--- src/rtl/itlb_maint_ctrl.sv ---
// itlb_maint_ctrl: arbitrates the ITLB lower/upper write ports between software TLBL/TLBH writes and an invalidate-all sweep.
// Optional ITLB_MAINT_PERF_EN adds a saturating flush_cnt output.
module itlb_maint_ctrl #(
  parameter int CONFIG_DW          = 32,
  parameter int CONFIG_ITLB_P_SETS = 7
) (
  input  logic                          clk,
  input  logic                          rst,
  input  logic                          flush_req,
  output logic                          flush_busy,
  output logic                          flush_done,
  output logic                          fetch_stall,
  input  logic                          sw_tlbl_we,
  input  logic [CONFIG_ITLB_P_SETS-1:0] sw_tlbl_idx,
  input  logic [CONFIG_DW-1:0]          sw_tlbl_dat,
  output logic                          sw_tlbl_ready,
  input  logic                          sw_tlbh_we,
  input  logic [CONFIG_ITLB_P_SETS-1:0] sw_tlbh_idx,
  input  logic [CONFIG_DW-1:0]          sw_tlbh_dat,
  output logic                          tlbl_we,
  output logic [CONFIG_ITLB_P_SETS-1:0] tlbl_idx,
  output logic [CONFIG_DW-1:0]          tlbl_nxt,
  output logic                          tlbh_we,
  output logic [CONFIG_ITLB_P_SETS-1:0] tlbh_idx,
  output logic [CONFIG_DW-1:0]          tlbh_nxt
`ifdef ITLB_MAINT_PERF_EN
  ,output logic [15:0]                  flush_cnt
`endif
);

  typedef enum logic [1:0] {IDLE, SWEEP, DRAIN} state_e;

  state_e                          state_q, state_d;
  logic [CONFIG_ITLB_P_SETS-1:0]   cnt_q, cnt_d;
  logic                            pend_q, pend_d;
  logic                            buf_v_q, buf_v_d;
  logic [CONFIG_ITLB_P_SETS-1:0]   buf_idx_q, buf_idx_d;
  logic [CONFIG_DW-1:0]            buf_dat_q, buf_dat_d;
  logic                            buf_load;
  logic                            restart;

  assign sw_tlbl_ready = ~((state_q != IDLE) & buf_v_q);
  assign fetch_stall   = state_q != IDLE;
  assign flush_busy    = (state_q != IDLE) | pend_q;
  assign restart       = pend_q | flush_req;
  // A write coinciding with a flush request is ordered after the flush.
  assign buf_load      = (state_q == IDLE)  ? flush_req & sw_tlbl_we :
                         (state_q == SWEEP) ? sw_tlbl_we & sw_tlbl_ready : 1'b0;

  assign tlbh_we  = sw_tlbh_we;
  assign tlbh_idx = sw_tlbh_idx;
  assign tlbh_nxt = sw_tlbh_dat;

  always_ff @(posedge clk or negedge rst) begin
    if (!rst) begin
      state_q   <= IDLE;
      cnt_q     <= '0;
      pend_q    <= 1'b0;
      buf_v_q   <= 1'b0;
      buf_idx_q <= '0;
      buf_dat_q <= '0;
    end else begin
      state_q   <= state_d;
      cnt_q     <= cnt_d;
      pend_q    <= pend_d;
      buf_v_q   <= buf_v_d;
      buf_idx_q <= buf_idx_d;
      buf_dat_q <= buf_dat_d;
    end
  end

  always_comb begin
    state_d    = state_q;
    cnt_d      = cnt_q;
    pend_d     = pend_q;
    buf_v_d    = buf_load | buf_v_q;
    buf_idx_d  = buf_load ? sw_tlbl_idx : buf_idx_q;
    buf_dat_d  = buf_load ? sw_tlbl_dat : buf_dat_q;
    tlbl_we    = 1'b0;
    tlbl_idx   = sw_tlbl_idx;
    tlbl_nxt   = sw_tlbl_dat;
    flush_done = 1'b0;
    case (state_q)
      IDLE: begin
        tlbl_we = sw_tlbl_we & ~flush_req;
        if (flush_req) begin
          state_d = SWEEP;
          cnt_d   = '0;
        end
      end
      SWEEP: begin
        tlbl_we  = 1'b1;
        tlbl_idx = cnt_q;
        tlbl_nxt = '0;
        cnt_d    = cnt_q + 1'b1;
        pend_d   = restart;
        if (&cnt_q) begin
          if (buf_v_d) begin
            state_d = DRAIN;
          end else begin
            flush_done = 1'b1;
            pend_d     = 1'b0;
            state_d    = restart ? SWEEP : IDLE;
          end
        end
      end
      DRAIN: begin
        tlbl_we    = 1'b1;
        tlbl_idx   = buf_idx_q;
        tlbl_nxt   = buf_dat_q;
        buf_v_d    = 1'b0;
        flush_done = 1'b1;
        pend_d     = 1'b0;
        cnt_d      = '0;
        state_d    = restart ? SWEEP : IDLE;
      end
      default: state_d = IDLE;
    endcase
  end

`ifdef ITLB_MAINT_PERF_EN
  logic [15:0] flush_cnt_q;

  always_ff @(posedge clk or negedge rst) begin
    if (!rst)
      flush_cnt_q <= '0;
    else if (flush_done && flush_cnt_q != 16'hFFFF)
      flush_cnt_q <= flush_cnt_q + 1'b1;
  end

  assign flush_cnt = flush_cnt_q;
`endif

endmodule

--- config.mk ---
export PLATFORM = sky130hd
export DESIGN_NAME = itlb_maint_ctrl
export DESIGN_NICKNAME = d
export VERILOG_FILES = /design/src/rtl/itlb_maint_ctrl.sv
export SDC_FILE = /design/constraint.sdc
export NUM_CORES = 1
export LEC_CHECK = 0
export BUFFER_PORTS_ARGS = -buffer_cell sky130_fd_sc_hd__buf_4
export CORE_MARGIN = 1
export CORE_UTILIZATION = 35
export CTS_CLUSTER_DIAMETER = 100
export DETAILED_ROUTE_END_ITERATION = 8
export PLACE_DENSITY = 0.65
export SETUP_SLACK_MARGIN = 0.2
export SYNTH_ARGS = -nofsm -noshare
export SYNTH_HDL_FRONTEND = slang
export SYNTH_SLANG_ARGS = --single-unit
--- constraint.sdc ---
create_clock -name clk -period 2.5 [get_ports clk]
set_input_delay 0 -clock clk [delete_from_list [all_inputs] [get_ports clk]]
set_output_delay 0 -clock clk [all_outputs]
set_load 0.005 [all_outputs]
# ---- Word level (Yosys, flattened, before mapping)
# Cells that the tools add are included.
dict set report op_classes {
  n_addsub 1
  mux 19
  n_reduce_logical 8
  bitwise 9
  eq_ne 4
}
# operator n
set ops {}
lappend ops {{32-bit case mux with 2 select lines} 1}
lappend ops {{7-bit case mux with 3 select lines} 1}
lappend ops {{7-bit case mux with 2 select lines} 1}
lappend ops {{1-bit two-way mux} 8}
lappend ops {{7-bit by 1-bit adder with 7-bit output, second input constant} 1}
lappend ops {{7-bit two-way mux} 1}
lappend ops {{7-bit AND reduction} 1}
lappend ops {{2-bit two-way mux} 3}
lappend ops {{1-bit case mux with 2 select lines} 3}
lappend ops {{2-bit case mux with 3 select lines} 1}
lappend ops {{1-bit bitwise AND} 4}
lappend ops {{2-bit AND reduction} 2}
lappend ops {{2-bit nonzero test} 2}
lappend ops {{1-bit OR} 3}
lappend ops {{3-bit nonzero test} 1}
lappend ops {{2-bit by 1-bit equality test with 1-bit output, second input constant} 1}
lappend ops {{2-bit equality test, second input constant} 1}
lappend ops {{2-bit zero test} 1}
lappend ops {{2-bit by 1-bit inequality test with 1-bit output, second input constant} 1}
lappend ops {{2-bit inequality test, second input constant} 1}
lappend ops {{1-bit NOT} 2}
lappend ops {{2-bit OR reduction} 1}
dict set report totals {
  word_cells 47
  reg_bits 50
  output_inout_bits 84
  input_bits 83
}

# ---- Depth between registers and ports, before layout
dict set report logic_depth {
  word_depth 10
  depth_mapped 8
  mapped_depth_nobuf 6
}

# ---- Worst setup path after synthesis
# Ideal clock, no wire load.
dict set report synth_path {
  kind {reg2reg}
  startpoint {reg state_q[0]}
  endpoint {reg cnt_q[4]}
  required_time_ns 2.374
  n_path_buf 1
  arrival_time_ns 1.564
  synth_period_minus_slack_ns 1.690
  path_slack_ns 0.810
  setup_time_ns 0.126
  stages_incl_launch_ff 7
  cell_sequence {dfrtp_1 -> inv_1 -> ha_1 -> nor2b_4 -> or2_0 -> buf_4 -> a221o_2}
}
dict set report synth_via {
  elab_chain_cells 3
  elab_cells_between_ends 7
  cone_classes {3 x eq/ne; 1 x mux; 3 x reduce/logical}
}
# item line
set synth_lines {}
lappend synth_lines {{start, declared} 33} ;# state_e state_q, state_d;
lappend synth_lines {{start signal, assigned} 63} ;# state_q <= state_d;
lappend synth_lines {{2-bit by 1-bit equality test with 1-bit output, or another cell as far along} 83} ;# case (state_q)
lappend synth_lines {{3-bit nonzero test (no source line) or 2-bit inequality test (tied branches)} --}
lappend synth_lines {{2-bit AND reduction (no source line)} --}
lappend synth_lines {{end signal, assigned} 64} ;# cnt_q <= cnt_d;
lappend synth_lines {{end, declared} 34} ;# logic [CONFIG_ITLB_P_SETS-1:0] cnt_q, cnt_d;
# Parallel ways exist; a longest one is shown, timed or not.
# A chain may end at the register's enable or synchronous reset.

# ---- Worst setup path after layout
dict set report layout_path {
  startpoint {reg state_q[1]}
  endpoint {out flush_done}
}
dict set report layout_via {
  elab_chain_cells 10
  elab_cells_between_ends 13
  cone_classes {2 x eq/ne; 5 x mux; 4 x bitwise; 2 x reduce/logical}
}
# item line
set layout_lines {}
lappend layout_lines {{2-bit nonzero test} 42} ;# assign sw_tlbl_ready = ~((state_q != IDLE) & buf_v_q);
lappend layout_lines {{1-bit bitwise AND} 42}
lappend layout_lines {{1-bit NOT} 42}
lappend layout_lines {{1-bit bitwise AND} 48} ;# (state_q == SWEEP) ? sw_tlbl_we & sw_tlbl_ready : 1'b0;
lappend layout_lines {{1-bit two-way mux} 48}
lappend layout_lines {{1-bit two-way mux} 47} ;# assign buf_load = (state_q == IDLE) ? flush_req & sw_tlbl_we :
lappend layout_lines {{1-bit OR} 76} ;# buf_v_d = buf_load | buf_v_q;
lappend layout_lines {{1-bit two-way mux} 98} ;# if (buf_v_d) begin
lappend layout_lines {{1-bit two-way mux} 97} ;# if (&cnt_q) begin
lappend layout_lines {{1-bit case mux with 2 select lines *} 83}
lappend layout_lines {{end, declared} 11} ;# output logic flush_done,
# Mark *: on every way between the ends. The rest lies on a longest branch, timed or not.

==> metrics.txt <==
run status=finished clean; Final Skew=0.003429 ns; layout cells sized above 1=0.3470; CTS max path bufs=2; reg-to-reg startpoint=state_q[0]; Post-Layout Cell Count=between 500 and 600; Tmin final=2.062 ns; later-pin clock latency in the skew report=around 0.3 ns; I/O pin total=167; commonest non-fill, non-tap cell in the layout=buf_4; crit end category=primary output; Arr. time, crit path=2.06 ns; final setup TNS=0 ns; Die Wd=about 95 µm; dpl cell area=0.003461 mm²; Synth Instances=between 300 and 400; HPWL Detailed=~4500 µm; DRC Markers=0; first-pass GRT wire length=10,800 µm; critical path class=reg -> out; Storage cell area=between 0.001 and 0.0015 mm²; Slew Viols, Final=0; GP Congestion=0.8644; All-Layer GR Usage=0.1516; Post-Syn Area per Cell=9.170 µm²; 1st-pass router iterations=4; nets=just over 500; Post-Route WL=6656 µm; CP startpoint=state_q[1]; overflow left after global routing=0; synthesized cell area=0.003035 mm²; CTS root buffer=clkbuf_8; CTS HTree Levels=2; Core Rows=33; initial antenna violation count=0; drt wl/cell=12.80 µm; Layout area overhead=30.87%; Sw Share=0.2176; most frequent cells in the layout=buf_4 (92), dfrtp_1 (50), nand2_1 (42); Pwr Density=~420 mW/mm²; Vias=2,489; P_sw=around 0.00037 W; CTS tree=yes; Total Power=0.001680 W; largest net degree at the start of global routing=slightly above 50; Final Hold Viols=0; VDD IR max=0.1912 mV; Design Area, Final=0.003973 mm²; Net Count, Synth=420; CTS buffer count=5; total setup buffers inserted after CTS=0; Synth cell types=34; crit path to=flush_done; FMAX=485.1 MHz; height of the chip=95.13 µm; crit path launch type=flip-flop; vias in the first global route=2,351; CP Data Required Time=2.50 ns; Final setup viols=0; max-cap violations=0; multi-input logic area=0.001255 mm²; filler cell count=779; Yosys reg bits=50; post-synthesis sequential area ratio=0.4122; RR Endpoint=cnt_q[4]; Seq pwr share=0.545; worst-path fanout max=13; leakage=roughly 1.9 nW; ant diodes=0; cell internal pwr=0.001314 W; Comb power frac=0.121; R2R depth=6; Layout Utilization=0.4787; normalized max-slew margin=0.5709; Slew @ Worst Pin=0.6436 ns; worst hold-check path type=in -> out; Initial Util=0.3657; Detailed Route Iter0 Violations=81; via density per instance=4.787; Final Cycle Share=0.8246; ANT nets after route=0; port bufs=86; Core ar.=0.008299 mm²; clock slew at reported path FFs=about 0.090 ns; R2R setup slack=0.51 ns; Cells after DPL=472; Die ar.=0.009049 mm²; clock sink count=50; synth warn=0; RSZ-0062 raised after global routing=false; clock power share=0.335
==> worst max-delay path: stages, from the launching register on <==
cell	delay, ns
dfrtp_1	0.42
inv_1	0.09
ha_1	0.21
buf_4	0.19
inv_1	0.16
o21ai_0	0.11
a21oi_1	0.27
a41o_1	0.21
buf_4	0.10
==> cell families (layout without fill, tap and decap cells) <==
family	Yosys count	after routing	synth area share
muxes	42	42	0.1546
and+or+nand+nor	75	75	0.1101
buffers and inverters	92	176	0.1760
adders and majority gates	6	6	0.02473
DFF	50	50	0.4122
AOI/OAI and AO/OA	66	66	0.1224
==> worst min path at each step <==
stage / startpoint / endpoint / cells after the start
3_5_place_dp: sw_tlbh_dat[13] / tlbh_nxt[13] / 0
3_3_place_gp: sw_tlbh_dat[13] / tlbh_nxt[13] / 0
5_1_grt: sw_tlbh_dat[5] / tlbh_nxt[5] / 0
6_report: sw_tlbh_idx[5] / tlbh_idx[5] / 0
2_1_floorplan: rst / buf_dat_q[0] / 0
4_1_cts: sw_tlbh_dat[13] / tlbh_nxt[13] / 0
==> layer usage <==
metal | vias to the layer above | GRT usage | share of wire
met4 | 0 | 0.04419 | 0.0083
met1 | 1167 | 0.1926 | 0.45
li1 | 1222 | - | -
met2 | 90 | 0.2577 | 0.48
met3 | 10 | 0.03190 | 0.064
met5 | - | 0 | 0
==> power groups by stage <==
stage	combinational, W	clock [W]	sequential (W)
2_1_floorplan	0.000124	0	0.000922
3_3_place_gp	0.000149	0	0.000928
3_5_place_dp	0.000155	0	0.000931
4_1_cts	0.000205	0.000584	0.000915
5_1_grt	0.000226	0.000627	0.000925
6_report	0.000203	0.000562	0.000915
==> layout make-up <==
| cell class | instances | area share |
|---|---|---|
| repair buffers | 132 | 0.2746 |
| well taps | 105 | 0.03307 |
| flip-flops and latches | 50 | 0.3150 |
| multi-input cells | 189 | 0.3159 |
| inverters | 36 | 0.03402 |
| clock inverters | 3 | 0.01008 |
| clock buffers | 5 | 0.01732 |
==> stage by stage <==
stage / worst slack [ns] / hold slack, ns
finish: 0.4384 / 0.000001667
global route: 0.2671 / 0.000009423
global placement: 0.6008 / 0.00003458
CTS: 0.3970 / 0.00003458
detailed placement: 0.5408 / 0.00003458
floorplan: 0.8097 / -0.2956
==> what timing repair did <==
item,4_1_cts,5_1_grt
endpoints found under the setup margin,0,1
endpoints found under the hold margin,89,0
gates resized for setup,0,1
hold buffers,40,0
==> synthesized netlist by cell type <==
| cell | n | share of area |
|---|---|---|
| a41o_1 | 1 | 0.0033 |
| nand4_1 | 1 | 0.0021 |
| mux2i_1 | 3 | 0.0099 |
| inv_1 | 36 | 0.045 |
| a221o_2 | 1 | 0.0037 |
| or4_1 | 1 | 0.0025 |
| buf_6 | 4 | 0.015 |
| nand2_1 | 43 | 0.053 |
| buf_2 | 4 | 0.0066 |
| a311oi_1 | 1 | 0.0029 |
| mux2_2 | 39 | 0.14 |
| o22ai_1 | 1 | 0.0021 |
| nor3_1 | 3 | 0.0049 |
| nand2b_1 | 2 | 0.0041 |
| nand3_1 | 2 | 0.0033 |
| nor4_1 | 2 | 0.0041 |
| clkbuf_1 | 7 | 0.0087 |
| nor2b_4 | 1 | 0.0045 |
| a22o_1 | 1 | 0.0029 |
| nor2_1 | 14 | 0.017 |
| or2b_1 | 1 | 0.0025 |
| or2_0 | 1 | 0.0021 |
| o21ai_1 | 1 | 0.0016 |
| dfrtp_1 | 50 | 0.41 |
| o2bb2ai_1 | 1 | 0.0029 |
| nand3_2 | 1 | 0.0033 |
| ha_1 | 6 | 0.025 |
| nor2b_1 | 1 | 0.0021 |
| a22oi_1 | 6 | 0.015 |
| buf_4 | 41 | 0.10 |
| a21oi_1 | 12 | 0.020 |
| and2_1 | 2 | 0.0041 |
| o31ai_1 | 1 | 0.0025 |
| o21ai_0 | 40 | 0.066 |
==> sequential cells by signal, summed over array words and instances (netlist names) <==
name / count
buf_dat_q: 32
buf_idx_q: 7
buf_v_q: 1
cnt_q: 7
pend_q: 1
state_q: 2
Note: power is estimated with default switching activity, not from simulation.
